File: src/rtl/enet_rgmii_to_gmii_rx.sv
// RGMII receive DDR capture rebuilt into a GMII byte stream, with
// in-band link status, frame boundary tracking and rx statistics.
module enet_rgmii_to_gmii_rx #(
  parameter int STATUS_FILT = 4,
  parameter int LEN_W = 16,
  parameter int CNT_W = 32
) (
  input  logic             rgmii_rxc,
  input  logic             rst_n,
  input  logic [3:0]       rgmii_rxd,
  input  logic             rgmii_rx_ctl,
  input  logic             cfg_gbit,
  output logic             gmii_rx_valid,
  output logic [7:0]       gmii_rxd,
  output logic             gmii_rx_dv,
  output logic             gmii_rx_er,
  output logic             link_up,
  output logic [1:0]       link_speed,
  output logic             link_fdx,
  output logic             frame_start,
  output logic             frame_end,
  output logic             frame_bad,
  output logic [LEN_W-1:0] frame_len,
  output logic             false_carrier,
  output logic [CNT_W-1:0] frame_cnt,
  output logic [CNT_W-1:0] err_cnt
);

  typedef enum logic [1:0] {IDLE, PRE, DATA, DROP} state_e;

  localparam logic [3:0] FILT = 4'(STATUS_FILT);

  logic [3:0] rxd_r_q, rxd_f_q;
  logic       ctl_r_q, ctl_f_q;
  logic       c_dv, c_er;

  logic       valid_q, valid_d;
  logic [7:0] rxd_q, rxd_d;
  logic       dv_q, dv_d, er_q, er_d;
  logic       dangle_q, dangle_d;
  logic       phase_q, phase_d;
  logic [3:0] lo_q, lo_d;
  logic       er_acc_q, er_acc_d;
  logic       idle_tog_q, idle_tog_d;

  logic [3:0] st_prev_q, st_prev_d;
  logic [3:0] st_cnt_q, st_cnt_d;
  logic       link_up_q, link_up_d;
  logic [1:0] speed_q, speed_d;
  logic       fdx_q, fdx_d;

  state_e     state_q, state_d;
  logic       start_q, start_d;
  logic       end_q, end_d;
  logic       fbad_q, fbad_d;
  logic       flag_q, flag_d;
  logic       fc_q, fc_d;
  logic       err_inc;
  logic [LEN_W-1:0] len_q, len_d;
  logic [CNT_W-1:0] fcnt_q, fcnt_d;
  logic [CNT_W-1:0] ecnt_q, ecnt_d;

  always_ff @(posedge rgmii_rxc or negedge rst_n) begin
    if (!rst_n) begin
      rxd_r_q <= '0;
      ctl_r_q <= 1'b0;
    end else begin
      rxd_r_q <= rgmii_rxd;
      ctl_r_q <= rgmii_rx_ctl;
    end
  end

  always_ff @(negedge rgmii_rxc or negedge rst_n) begin
    if (!rst_n) begin
      rxd_f_q <= '0;
      ctl_f_q <= 1'b0;
    end else begin
      rxd_f_q <= rgmii_rxd;
      ctl_f_q <= rgmii_rx_ctl;
    end
  end

  assign c_dv = ctl_r_q;
  assign c_er = ctl_r_q ^ ctl_f_q;

  // Byte rebuild; nibble mode pairs rising nibbles low-half first
  always_comb begin
    valid_d    = 1'b0;
    rxd_d      = rxd_q;
    dv_d       = dv_q;
    er_d       = er_q;
    dangle_d   = 1'b0;
    phase_d    = phase_q;
    lo_d       = lo_q;
    er_acc_d   = er_acc_q;
    idle_tog_d = idle_tog_q;
    if (cfg_gbit) begin
      valid_d    = 1'b1;
      rxd_d      = {rxd_f_q, rxd_r_q};
      dv_d       = c_dv;
      er_d       = c_er;
      phase_d    = 1'b0;
      idle_tog_d = 1'b0;
    end else if (c_dv) begin
      idle_tog_d = 1'b1;
      if (!phase_q) begin
        phase_d  = 1'b1;
        lo_d     = rxd_r_q;
        er_acc_d = c_er;
      end else begin
        phase_d = 1'b0;
        valid_d = 1'b1;
        rxd_d   = {rxd_r_q, lo_q};
        dv_d    = 1'b1;
        er_d    = er_acc_q | c_er;
      end
    end else begin
      phase_d    = 1'b0;
      idle_tog_d = ~idle_tog_q;
      valid_d    = idle_tog_q;
      dangle_d   = phase_q;
      if (idle_tog_q) begin
        rxd_d = {4'h0, rxd_r_q};
        dv_d  = 1'b0;
        er_d  = c_er;
      end
    end
  end

  always_comb begin
    st_prev_d = st_prev_q;
    st_cnt_d  = st_cnt_q;
    link_up_d = link_up_q;
    speed_d   = speed_q;
    fdx_d     = fdx_q;
    if (!c_dv && !c_er) begin
      if (rxd_r_q[2:1] == 2'b11) begin
        st_cnt_d = 4'd0;
      end else begin
        st_prev_d = rxd_r_q;
        if (rxd_r_q != st_prev_q)
          st_cnt_d = 4'd1;
        else if (st_cnt_q < FILT)
          st_cnt_d = st_cnt_q + 4'd1;
        if (st_cnt_d == FILT) begin
          link_up_d = rxd_r_q[0];
          speed_d   = rxd_r_q[2:1];
          fdx_d     = rxd_r_q[3];
        end
      end
    end
  end

  always_ff @(posedge rgmii_rxc or negedge rst_n) begin
    if (!rst_n)
      state_q <= IDLE;
    else
      state_q <= state_d;
  end

  always_comb begin
    state_d = state_q;
    if (valid_q) begin
      unique case (state_q)
        IDLE: begin
          if (dv_q) begin
            if (rxd_q == 8'h55)
              state_d = PRE;
            else if (rxd_q == 8'hD5)
              state_d = DATA;
            else
              state_d = DROP;
          end
        end
        PRE: begin
          if (!dv_q)
            state_d = IDLE;
          else if (rxd_q == 8'hD5)
            state_d = DATA;
          else if (rxd_q != 8'h55)
            state_d = DROP;
        end
        DATA, DROP: begin
          if (!dv_q)
            state_d = IDLE;
        end
        default: state_d = IDLE;
      endcase
    end
  end

  always_comb begin
    start_d = 1'b0;
    end_d   = 1'b0;
    fbad_d  = 1'b0;
    fc_d    = 1'b0;
    err_inc = 1'b0;
    len_d   = len_q;
    flag_d  = flag_q;
    fcnt_d  = fcnt_q;
    if (valid_q) begin
      if (!dv_q && er_q && rxd_q == 8'h0E) begin
        fc_d    = 1'b1;
        err_inc = 1'b1;
      end
      unique case (state_q)
        IDLE, PRE: begin
          if (dv_q && rxd_q == 8'hD5) begin
            start_d = 1'b1;
            len_d   = '0;
            flag_d  = 1'b0;
          end
        end
        DATA: begin
          if (dv_q) begin
            if (len_q != {LEN_W{1'b1}})
              len_d = len_q + LEN_W'(1);
            if (er_q)
              flag_d = 1'b1;
          end else begin
            end_d   = 1'b1;
            fbad_d  = flag_q | dangle_q;
            fcnt_d  = fcnt_q + CNT_W'(1);
            err_inc = err_inc | flag_q | dangle_q;
          end
        end
        default: ;
      endcase
    end
    ecnt_d = ecnt_q + CNT_W'(err_inc);
  end

  always_ff @(posedge rgmii_rxc or negedge rst_n) begin
    if (!rst_n) begin
      valid_q    <= 1'b0;
      rxd_q      <= '0;
      dv_q       <= 1'b0;
      er_q       <= 1'b0;
      dangle_q   <= 1'b0;
      phase_q    <= 1'b0;
      lo_q       <= '0;
      er_acc_q   <= 1'b0;
      idle_tog_q <= 1'b0;
      st_prev_q  <= '0;
      st_cnt_q   <= '0;
      link_up_q  <= 1'b0;
      speed_q    <= '0;
      fdx_q      <= 1'b0;
      start_q    <= 1'b0;
      end_q      <= 1'b0;
      fbad_q     <= 1'b0;
      flag_q     <= 1'b0;
      fc_q       <= 1'b0;
      len_q      <= '0;
      fcnt_q     <= '0;
      ecnt_q     <= '0;
    end else begin
      valid_q    <= valid_d;
      rxd_q      <= rxd_d;
      dv_q       <= dv_d;
      er_q       <= er_d;
      dangle_q   <= dangle_d;
      phase_q    <= phase_d;
      lo_q       <= lo_d;
      er_acc_q   <= er_acc_d;
      idle_tog_q <= idle_tog_d;
      st_prev_q  <= st_prev_d;
      st_cnt_q   <= st_cnt_d;
      link_up_q  <= link_up_d;
      speed_q    <= speed_d;
      fdx_q      <= fdx_d;
      start_q    <= start_d;
      end_q      <= end_d;
      fbad_q     <= fbad_d;
      flag_q     <= flag_d;
      fc_q       <= fc_d;
      len_q      <= len_d;
      fcnt_q     <= fcnt_d;
      ecnt_q     <= ecnt_d;
    end
  end

  assign gmii_rx_valid = valid_q;
  assign gmii_rxd      = rxd_q;
  assign gmii_rx_dv    = dv_q;
  assign gmii_rx_er    = er_q;
  assign link_up       = link_up_q;
  assign link_speed    = speed_q;
  assign link_fdx      = fdx_q;
  assign frame_start   = start_q;
  assign frame_end     = end_q;
  assign frame_bad     = fbad_q;
  assign frame_len     = len_q;
  assign false_carrier = fc_q;
  assign frame_cnt     = fcnt_q;
  assign err_cnt       = ecnt_q;

endmodule

File: config.mk
export PLATFORM = sky130hd
export DESIGN_NAME = enet_rgmii_to_gmii_rx
export DESIGN_NICKNAME = d
export VERILOG_FILES = /design/src/rtl/enet_rgmii_to_gmii_rx.sv
export SDC_FILE = /design/constraint.sdc
export NUM_CORES = 1
export LEC_CHECK = 0
export CORE_ASPECT_RATIO = 2
export CORE_UTILIZATION = 35
export DETAILED_ROUTE_END_ITERATION = 10
export HOLD_SLACK_MARGIN = 0.1
export PLACE_DENSITY = 0.69
export SKIP_CTS_REPAIR_TIMING = 1
export SLEW_MARGIN = 20
export SYNTH_ARGS = -nofsm -noshare
export SYNTH_HDL_FRONTEND = slang
export SYNTH_SLANG_ARGS = --single-unit
File: constraint.sdc
create_clock -name rgmii_rxc -period 3 [get_ports rgmii_rxc]
set_clock_uncertainty 0.2 [all_clocks]
set_input_delay 0.45 -clock rgmii_rxc [delete_from_list [all_inputs] [get_ports rgmii_rxc]]
set_output_delay 0.45 -clock rgmii_rxc [all_outputs]
set_load 0.05 [all_outputs]
==> flow_summary.ini, run 1 <==
[placed_design]
place_ws_ps = -56.4
gp_congestion = 0.832
portBuffers = 106
dpl.hpwl_um = 10600

[power_and_ir_drop]
p_leak_uw = 0.00330
ir_drop_v = 0.000417
power_uw = 5010
p_per_area_nw_per_um2 = 640

[setup_path]
required_ps = 3090
rrSetupSlack_ps = -30
cp_data_arrival_time_ps = 3120
critPathLaunchType = register
path_class = reg2reg
endpoint_kind = register
rr_worst_depth = 5
cp_max_fo = 5
rr_startpoint = ctl_f_q
rr_endpoint = st_prev_q[0]

[grt]
use_met1_pct = 18.6
antenna_found_initial = 0
grt_pass1_wl_um = 23800
grt-busiest-layer = met2
use_met2_pct = 31.9
grt_use_met3_pct = 3.47
grt_pass1_vias = 4929
grt_overflow = 0
grt_usage_pct = 17.6
grt_max_degree = 56

[status]
status = finished, violations left
failed_checks = negative setup slack

[floorplan]
dieArea_um2 = 17200
core_area_um2 = 16300
rows = 66
ioPinCount = 107
die_h_um = 184
start_util_pct = 35.8
die_x_um = 93.2

[logic_synthesis]
synth_edf_count = 0
synth.avg_cell_area_um2 = 11.0
synth_area_um2 = 5820
yosys_warnings = 0
ys.flop_type = dfrtp_1
synth_cell_types = 56
postSynthNetCount = 542
async_flop_share_pct = 100
yosysSeqAreaShare_pct = 55.1
synth_seq_cells = 128
syn_inst = 528

[clocking]
max-clock-path-buffers = 2
cts.sinks = 128
clk_root_buffer_cell = clkbuf_16
path_clk_slew_ps = 60
htree_num_levels = 4
cts_tree = yes
cts_buffers = 17
clk_latency_ps = 410

[worst_hold_path]
min_delay_path_depth = 1
hold_path_end = frame_cnt[31]
hp-start = frame_cnt[31]
hold_class = reg2reg

[layout]
synthToLayoutAreaGrowth_pct = 34.5
num_antenna_cells = 0
num-nets-final = 671
drive_gt1_share_pct = 11.2
fillers = 1451
finalCoreUtilization_pct = 48.1

[timing]
tightest_slew_ps = 793
hold_ws_ps = 277
relSlewSlack_pct = 46.8
finalSetupTns_ps = -94.6
rsz0062_at_grt = yes
report.final.slew_viol_count = 0
finalSetupViolCount = 6
setup_ws_ps = -30.7
hold_viol = 0

[routing]
drc = 0
routedWlPerCell_um = 16.5
final_antenna_net_count = 0
dr.pass1.iters = 6
via_count = 4649
drtIter0Drc = 283
viasPerCell = 5.32
drt-total-wl_um = 14400

[run]
maxCapViolations = 0
[how the worst max path moves through the flow]
stage / startpoint / to / cells past startpoint
after CTS: ctl_f_q / link_speed[1] / 4
final: ctl_f_q / st_prev_q[0] / 5
after floorplan: ctl_f_q / st_prev_q[0] / 5
after global placement: ctl_f_q / link_speed[1] / 4
after global routing: ctl_f_q / st_prev_q[0] / 5
after detailed placement: ctl_f_q / link_speed[1] / 4
[placed cells by master, fill, tap and decap left out, types with 16 or more instances in the layout]
cell type	n
nor2_1	28
inv_1	22
dfrtp_1	123
buf_4	16
nand4_1	28
clkdlybuf4s50_1	105
nand3_1	35
clkbuf_16	17
o21ai_0	17
xor2_1	17
xnor2_1	48
nand2_1	41
[synth_stat cells (3+ instances only)]
cell type | n | area [um2]
dfrtp_1 | 123 | 3080
xnor2_1 | 48 | 420
nand2_1 | 41 | 154
nand3_1 | 35 | 175
nand4_1 | 28 | 175
nor2_1 | 28 | 105
inv_1 | 22 | 82.6
o21ai_0 | 17 | 85.1
xor2_1 | 17 | 149
nor3_1 | 15 | 75.1
a21oi_1 | 14 | 70.1
mux2_2 | 12 | 135
a31oi_1 | 10 | 62.6
and3_1 | 10 | 62.6
clkbuf_1 | 10 | 37.5
and4_1 | 8 | 70.1
a22oi_1 | 7 | 52.6
and2_1 | 6 | 37.5
ha_1 | 6 | 75.1
mux2i_1 | 6 | 60.1
dfrtn_1 | 5 | 125
a211oi_1 | 4 | 30.0
o211ai_1 | 4 | 30.0
or4_1 | 4 | 30.0
nor2b_1 | 3 | 18.8
nor4_1 | 3 | 18.8
o22a_1 | 3 | 26.3
[cell families after synthesis]
logic type,after synthesis,share of synthesized area [%]
AOI/OAI and AO/OA,74,8.45
xor gates and xnor gates,65,9.78
adders and majority gates,6,1.29
buffers and inverters,35,2.54
DFF,128,55.1
muxes,18,3.35
and+or+nand+nor,202,19.5
[worst max-delay path, cell delays in order (launching register included)]
cell	delay [ps]
dfrtn_1	320
inv_1	60
ha_2	170
buf_4	130
a21boi_4	210
mux2_2	350
[routing by layer]
layer | vias up | wire length [um]
met5 | - | 0
met4 | 0 | 466
met3 | 32 | 463
met2 | 142 | 8070
met1 | 2315 | 5420
li1 | 2160 | -
[power by group]
part	total, uW	internal [uW]	switching [uW]
clock network	1980	1170	808
logic	964	339	624
registers	2070	1870	199
total	5010	3380	1630
[area by class of cell]
type | instances | area [um2] | share of cell area (%)
clock buffer | 18 | 439 | 5.61
clock inverter | 14 | 133 | 1.69
inverter | 22 | 82.6 | 1.05
multi-input combinational | 365 | 2520 | 32.2
sequential | 128 | 3200 | 40.9
tap | 204 | 255 | 3.26
timing repair buffer | 123 | 1190 | 15.2
[sequential cells by signal (all words and copies together) (netlist names), 2 cells and up]
register / cells
err_cnt: 32
frame_cnt: 32
frame_len: 16
gmii_rxd: 8
link_speed: 2
lo_q: 4
rxd_f_q: 4
rxd_r_q: 4
st_cnt_q: 4
st_prev_q: 4
state_q: 2
[metrics by stage]
step,std cells,cell area [um2]
floorplan,528,5850
global placement,839,7200
detailed placement,839,7200
CTS,871,7770
global route,874,7830
finish,874,7830
(Power assumes the default switching activity.)
==> run 2, diff against run 1 <==
==> constraint.sdc (replaced) <==
create_clock -name rgmii_rxc -period 3 [get_ports rgmii_rxc]
set_clock_uncertainty 0.2 [all_clocks]
set_input_delay 0.45 -clock rgmii_rxc [delete_from_list [all_inputs] [get_ports rgmii_rxc]]
set_output_delay 0.45 -clock rgmii_rxc [all_outputs]
set_load 0.02 [all_outputs]
==> run 2 against run 1 <==
Against the previous run:
- the run still ends with negative setup slack left
- power up 1.5%
- first-iteration DRC count down 33%
- critical path depth unchanged
- largest cell class unchanged
- largest power group is now the clock network
- design area up 1.1%
- non-clock buffer count unchanged
- cell count unchanged
==> flow_summary.ini, run 2 (synthesis gave the netlist of run 1 again) <==
[power_and_ir_drop]
power_uw = 5090
p_per_area_nw_per_um2 = 643
netSwitchingPower_uw = 1360
p_int_uw = 3730
seq_power_share_pct = 40.6
p_leak_uw = 0.00335
ir_drop_v = 0.000453
swShare_pct = 26.6
clockPowerShare_pct = 45.0
combinationalPowerShare_pct = 14.4

[placed_design]
dpl.hpwl_um = 10900
portBuffers = 106
dp_cells = 840
gp_congestion = 0.841

[setup_path]
path_class = reg2reg
critPathLaunchType = register
cp_max_fo = 4
endpoint_kind = register
required_ps = 3090
cp_data_arrival_time_ps = 3110

[timing]
hold_viol = 0
report.final.slew_viol_count = 0
finalSetupViolCount = 7
hold_ws_ps = 266
tightest_slew_ps = 826
rsz0062_at_grt = yes
relSlewSlack_pct = 44.5
setup_ws_ps = -16.2
finalSetupTns_ps = -82.6

[routing]
dr.pass1.iters = 4
viasPerCell = 5.29
drt-total-wl_um = 14900
routedWlPerCell_um = 17.0
drtIter0Drc = 191
drc = 0
via_count = 4626
final_antenna_net_count = 0

[grt]
grt_overflow = 0
antenna_found_initial = 0
grt_max_degree = 57
grt_pass1_vias = 4847
grt_usage_pct = 18.2
grt_pass1_wl_um = 24200

[layout]
num_antenna_cells = 0
finalCoreUtilization_pct = 48.7
final_common_cell = dfrtp_1
finalNonFillerCells = 874
final_cell_mix = dfrtp_1, clkdlybuf4s50_1, xnor2_1, nand2_1, nand3_1
drive_gt1_share_pct = 11.2
synthToLayoutAreaGrowth_pct = 36.1
num-nets-final = 671

[run]
maxCapViolations = 0

[floorplan]
dieArea_um2 = 17200
ioPinCount = 107
rows = 66
start_util_pct = 35.8
die_x_um = 93.2
die_h_um = 184
core_area_um2 = 16300

[status]
status = finished, violations left
failed_checks = negative setup slack

[clocking]
path_clk_slew_ps = 60
max-clock-path-buffers = 2
cts.sinks = 128
clk_latency_ps = 410
cts_buffers = 17
clk_root_buffer_cell = clkbuf_16
htree_num_levels = 4
cts_tree = yes

[worst_hold_path]
hold_class = reg2reg
[run 2: cell types whose count changed in the layout (fill, tap and decap cells not counted), moves of 3 or more]
cell        before  now
inv_6            5    1
clkinv_4         1    4
clkinvlp_4       6    1
bufinv_16        1    5
[run 2: power by group through the flow]
stage          registers, uW  clock network, uW  logic, uW
2_1_floorplan           2160                  0        279
3_3_place_gp            2080                  0        711
3_5_place_dp            2090                  0        731
4_1_cts                 2060               2340        732
5_1_grt                 2090               2420        798
6_report                2070               2290        731
[run 2: through the flow]
stage	worst slack [ps]	instance area, um2
after floorplan	-14.8	5840
after global placement	-4.55	7200
after detailed placement	-65.5	7200
after CTS	-42.0	7860
after global routing	-65.8	7920
final	-16.2	7920
[run 2: worst paths after layout]
kind / from / slack (ps) / end / cells past startpoint
hold / removal: frame_cnt[31] / 270 / frame_cnt[31] / 1
min in group asynchronous: rst_n / 350 / gmii_rxd[3] / 2
setup reg to reg: ctl_f_q / -20 / link_fdx / 5
max in group asynchronous: rst_n / 550 / ctl_f_q / 2
setup / recovery: ctl_f_q / -20 / link_fdx / 5
hold reg to reg: frame_cnt[31] / 270 / frame_cnt[31] / 1
[run 2: layer usage]
metal,vias up,track usage (%),routed length (um)
li1,2175,-,-
met1,2305,19.2,5370
met2,116,34.0,8590
met3,30,3.88,533
met4,0,8.12,375
met5,-,0,0
[run 2: cell type report]
cell class,instances,area (um2)
fillers,1470,8350
flip-flops and latches,128,3200
multi-input cells,365,2520
repair buffers,123,1190
clock buffers,20,457
well taps,204,255
clock inverters,12,206
inverters,22,82.6
[run 2: critical path, stage by stage, from the launching register on]
cell and delay [ps]:
dfrtn_1 330, inv_1 60, ha_2 170, nor4b_4 170, buf_4 190, mux2_4 300
==> run 3, diff against run 2 <==
--- a/config.mk
+++ b/config.mk
@@ -6,10 +6,11 @@
 export NUM_CORES = 1
 export LEC_CHECK = 0
 export CORE_ASPECT_RATIO = 2
-export CORE_UTILIZATION = 35
+export CORE_UTILIZATION = 52
 export DETAILED_ROUTE_END_ITERATION = 10
 export HOLD_SLACK_MARGIN = 0.1
-export PLACE_DENSITY = 0.69
+export PLACE_DENSITY = 0.91
+export RECOVER_POWER = 50
 export SKIP_CTS_REPAIR_TIMING = 1
 export SLEW_MARGIN = 20
 export SYNTH_ARGS = -nofsm -noshare
==> run 3 against run 2 <==
Against the previous run:
- register-to-register slack got worse by 50 ps
- setup slack got worse by 51 ps
- the flow finishes with violations (max-capacitance violations, max-slew violations, negative setup slack)
- sequential power barely moved
- highest routed layer unchanged
- hold slack got worse by 9.7 ps
==> flow_summary.ini, run 3 (synthesis gave the netlist of run 1 again) <==
[setup_path]
critPathLaunchType = register
cp_max_fo = 4
rr_endpoint = link_speed[1]
path_cells = inv_1 -> ha_2 -> nor4b_4 -> buf_4 -> mux2_4
setup.worst_path.start = ctl_f_q
path_class = reg2reg
critPathSlowestCell = dfrtn_1
cp_data_arrival_time_ps = 3160
endpoint_kind = register
required_ps = 3090
rr_worst_depth = 5
slowest_delay_ps = 330
rr_startpoint = ctl_f_q
rrSetupSlack_ps = -70

[floorplan]
start_util_pct = 53.5
dieArea_um2 = 11600
rows = 54
ioPinCount = 107
core_area_um2 = 10900
die_h_um = 152
die_x_um = 76.8

[timing]
relSlewSlack_pct = -8.75
tightest_slew_ps = 1630
hold_viol = 0
finalSetupViolCount = 6
report.final.slew_viol_count = 67
rsz0062_at_grt = yes
setup_ws_ps = -67.5

[clocking]
cts_tree = yes
path_clk_slew_ps = 60
max-clock-path-buffers = 2
clk_latency_ps = 410
htree_num_levels = 4
cts.sinks = 128
cts_buffers = 17
clk_root_buffer_cell = clkbuf_16

[status]
failed_checks = max-capacitance violations, max-slew violations, negative setup slack
status = finished, violations left

[worst_hold_path]
hp-start = frame_cnt[31]
hold_path_end = frame_cnt[31]
hold_class = reg2reg
min_delay_path_depth = 1

[grt]
antenna_found_initial = 0
grt_pass1_wl_um = 23100
grt_pass1_vias = 4778
grt_overflow = 0
grt_usage_pct = 25.3
grt_max_degree = 67

[routing]
wl_met3_um = 722
routedWlPerCell_um = 17.8
dr.pass1.iters = 5
final_antenna_net_count = 0
wl_met2_um = 7970
highest_layer = met4
drtIter0Drc = 348
drt-met1-wl_um = 5120
via_count = 4707
viasPerCell = 5.84
drc = 0
drt-total-wl_um = 14300

[layout]
num-nets-final = 667
final_common_cell = dfrtp_1
drive_gt1_share_pct = 10.7
num_antenna_cells = 0
finalNonFillerCells = 806
synthToLayoutAreaGrowth_pct = 33.1
final_cell_mix = dfrtp_1, clkdlybuf4s50_1, xnor2_1, nand2_1, nand3_1

[power_and_ir_drop]
swShare_pct = 28.0
p_int_uw = 3470
power_uw = 4820
seq_power_share_pct = 42.7
netSwitchingPower_uw = 1350
ir_drop_v = 0.000561
clockPowerShare_pct = 42.2
p_per_area_nw_per_um2 = 622
combinationalPowerShare_pct = 15.1
p_leak_uw = 0.00334

[placed_design]
dpl.hpwl_um = 9940
portBuffers = 106
gp_congestion = 0.890
place_ws_ps = -73.3
dp_cells = 771

[run]
maxCapViolations = 1
run 3: cell count changes in the layout (fill, tap and decap cells not counted), moves of 3 or more:
cell | previous run | this run
buf_4 | 16 | 6
dlygate4sd3_1 | 1 | 24
bufinv_16 | 5 | 2
clkbuf_1 | 1 | 4
clkdlybuf4s50_1 | 105 | 82
run 3: per-layer routing:
metal,track usage (%),up-vias
li1,-,2148
met1,26.0,2320
met2,46.6,192
met4,14.5,0
met3,5.87,47
met5,0,-
run 3: critical path: cells and delay by family, from the launching register on:
kind	cells	cell delay (ps)
buf+inv	2	260
mux	1	300
fa+ha+maj	1	200
simple gates	1	180
flops	1	330
run 3: power groups by stage:
| stage | clock, uW | combinational, uW | sequential (uW) |
|---|---|---|---|
| 5_1_grt | 2120 | 784 | 2080 |
| 4_1_cts | 2050 | 730 | 2050 |
| 2_1_floorplan | 0 | 279 | 2160 |
| 3_3_place_gp | 0 | 700 | 2060 |
| 3_5_place_dp | 0 | 723 | 2080 |
| 6_report | 2030 | 727 | 2060 |
run 3: how the worst max path moves through the flow:
stage	endpoint	slack [ps]
final	link_speed[1]	-70
after global routing	link_speed[1]	-90
after CTS	link_speed[0]	-60
after detailed placement	link_fdx	-70
after global placement	link_fdx	-30
after floorplan	st_prev_q[0]	-10
run 3: cell type report:
| type | instances | area (um2) |
|---|---|---|
| fillers | 767 | 3140 |
| well taps | 140 | 175 |
| clock inverters | 12 | 136 |
| multi-input cells | 365 | 2540 |
| flip-flops and latches | 128 | 3200 |
| clock buffers | 20 | 457 |
| inverters | 22 | 82.6 |
| repair buffers | 119 | 1150 |
run 3: stage by stage:
stage / setup TNS, ps / hold slack [ps] / utilization (%) / instance area (um2)
2_1_floorplan: -29.5 / -45.6 / - / 5840
3_3_place_gp: -114 / 142 / 65.1 / 7080
3_5_place_dp: -546 / 155 / 65.1 / 7080
4_1_cts: -358 / -289 / 70.6 / 7670
5_1_grt: -478 / 276 / 71.2 / 7740
6_report: -322 / 256 / 71.2 / 7740
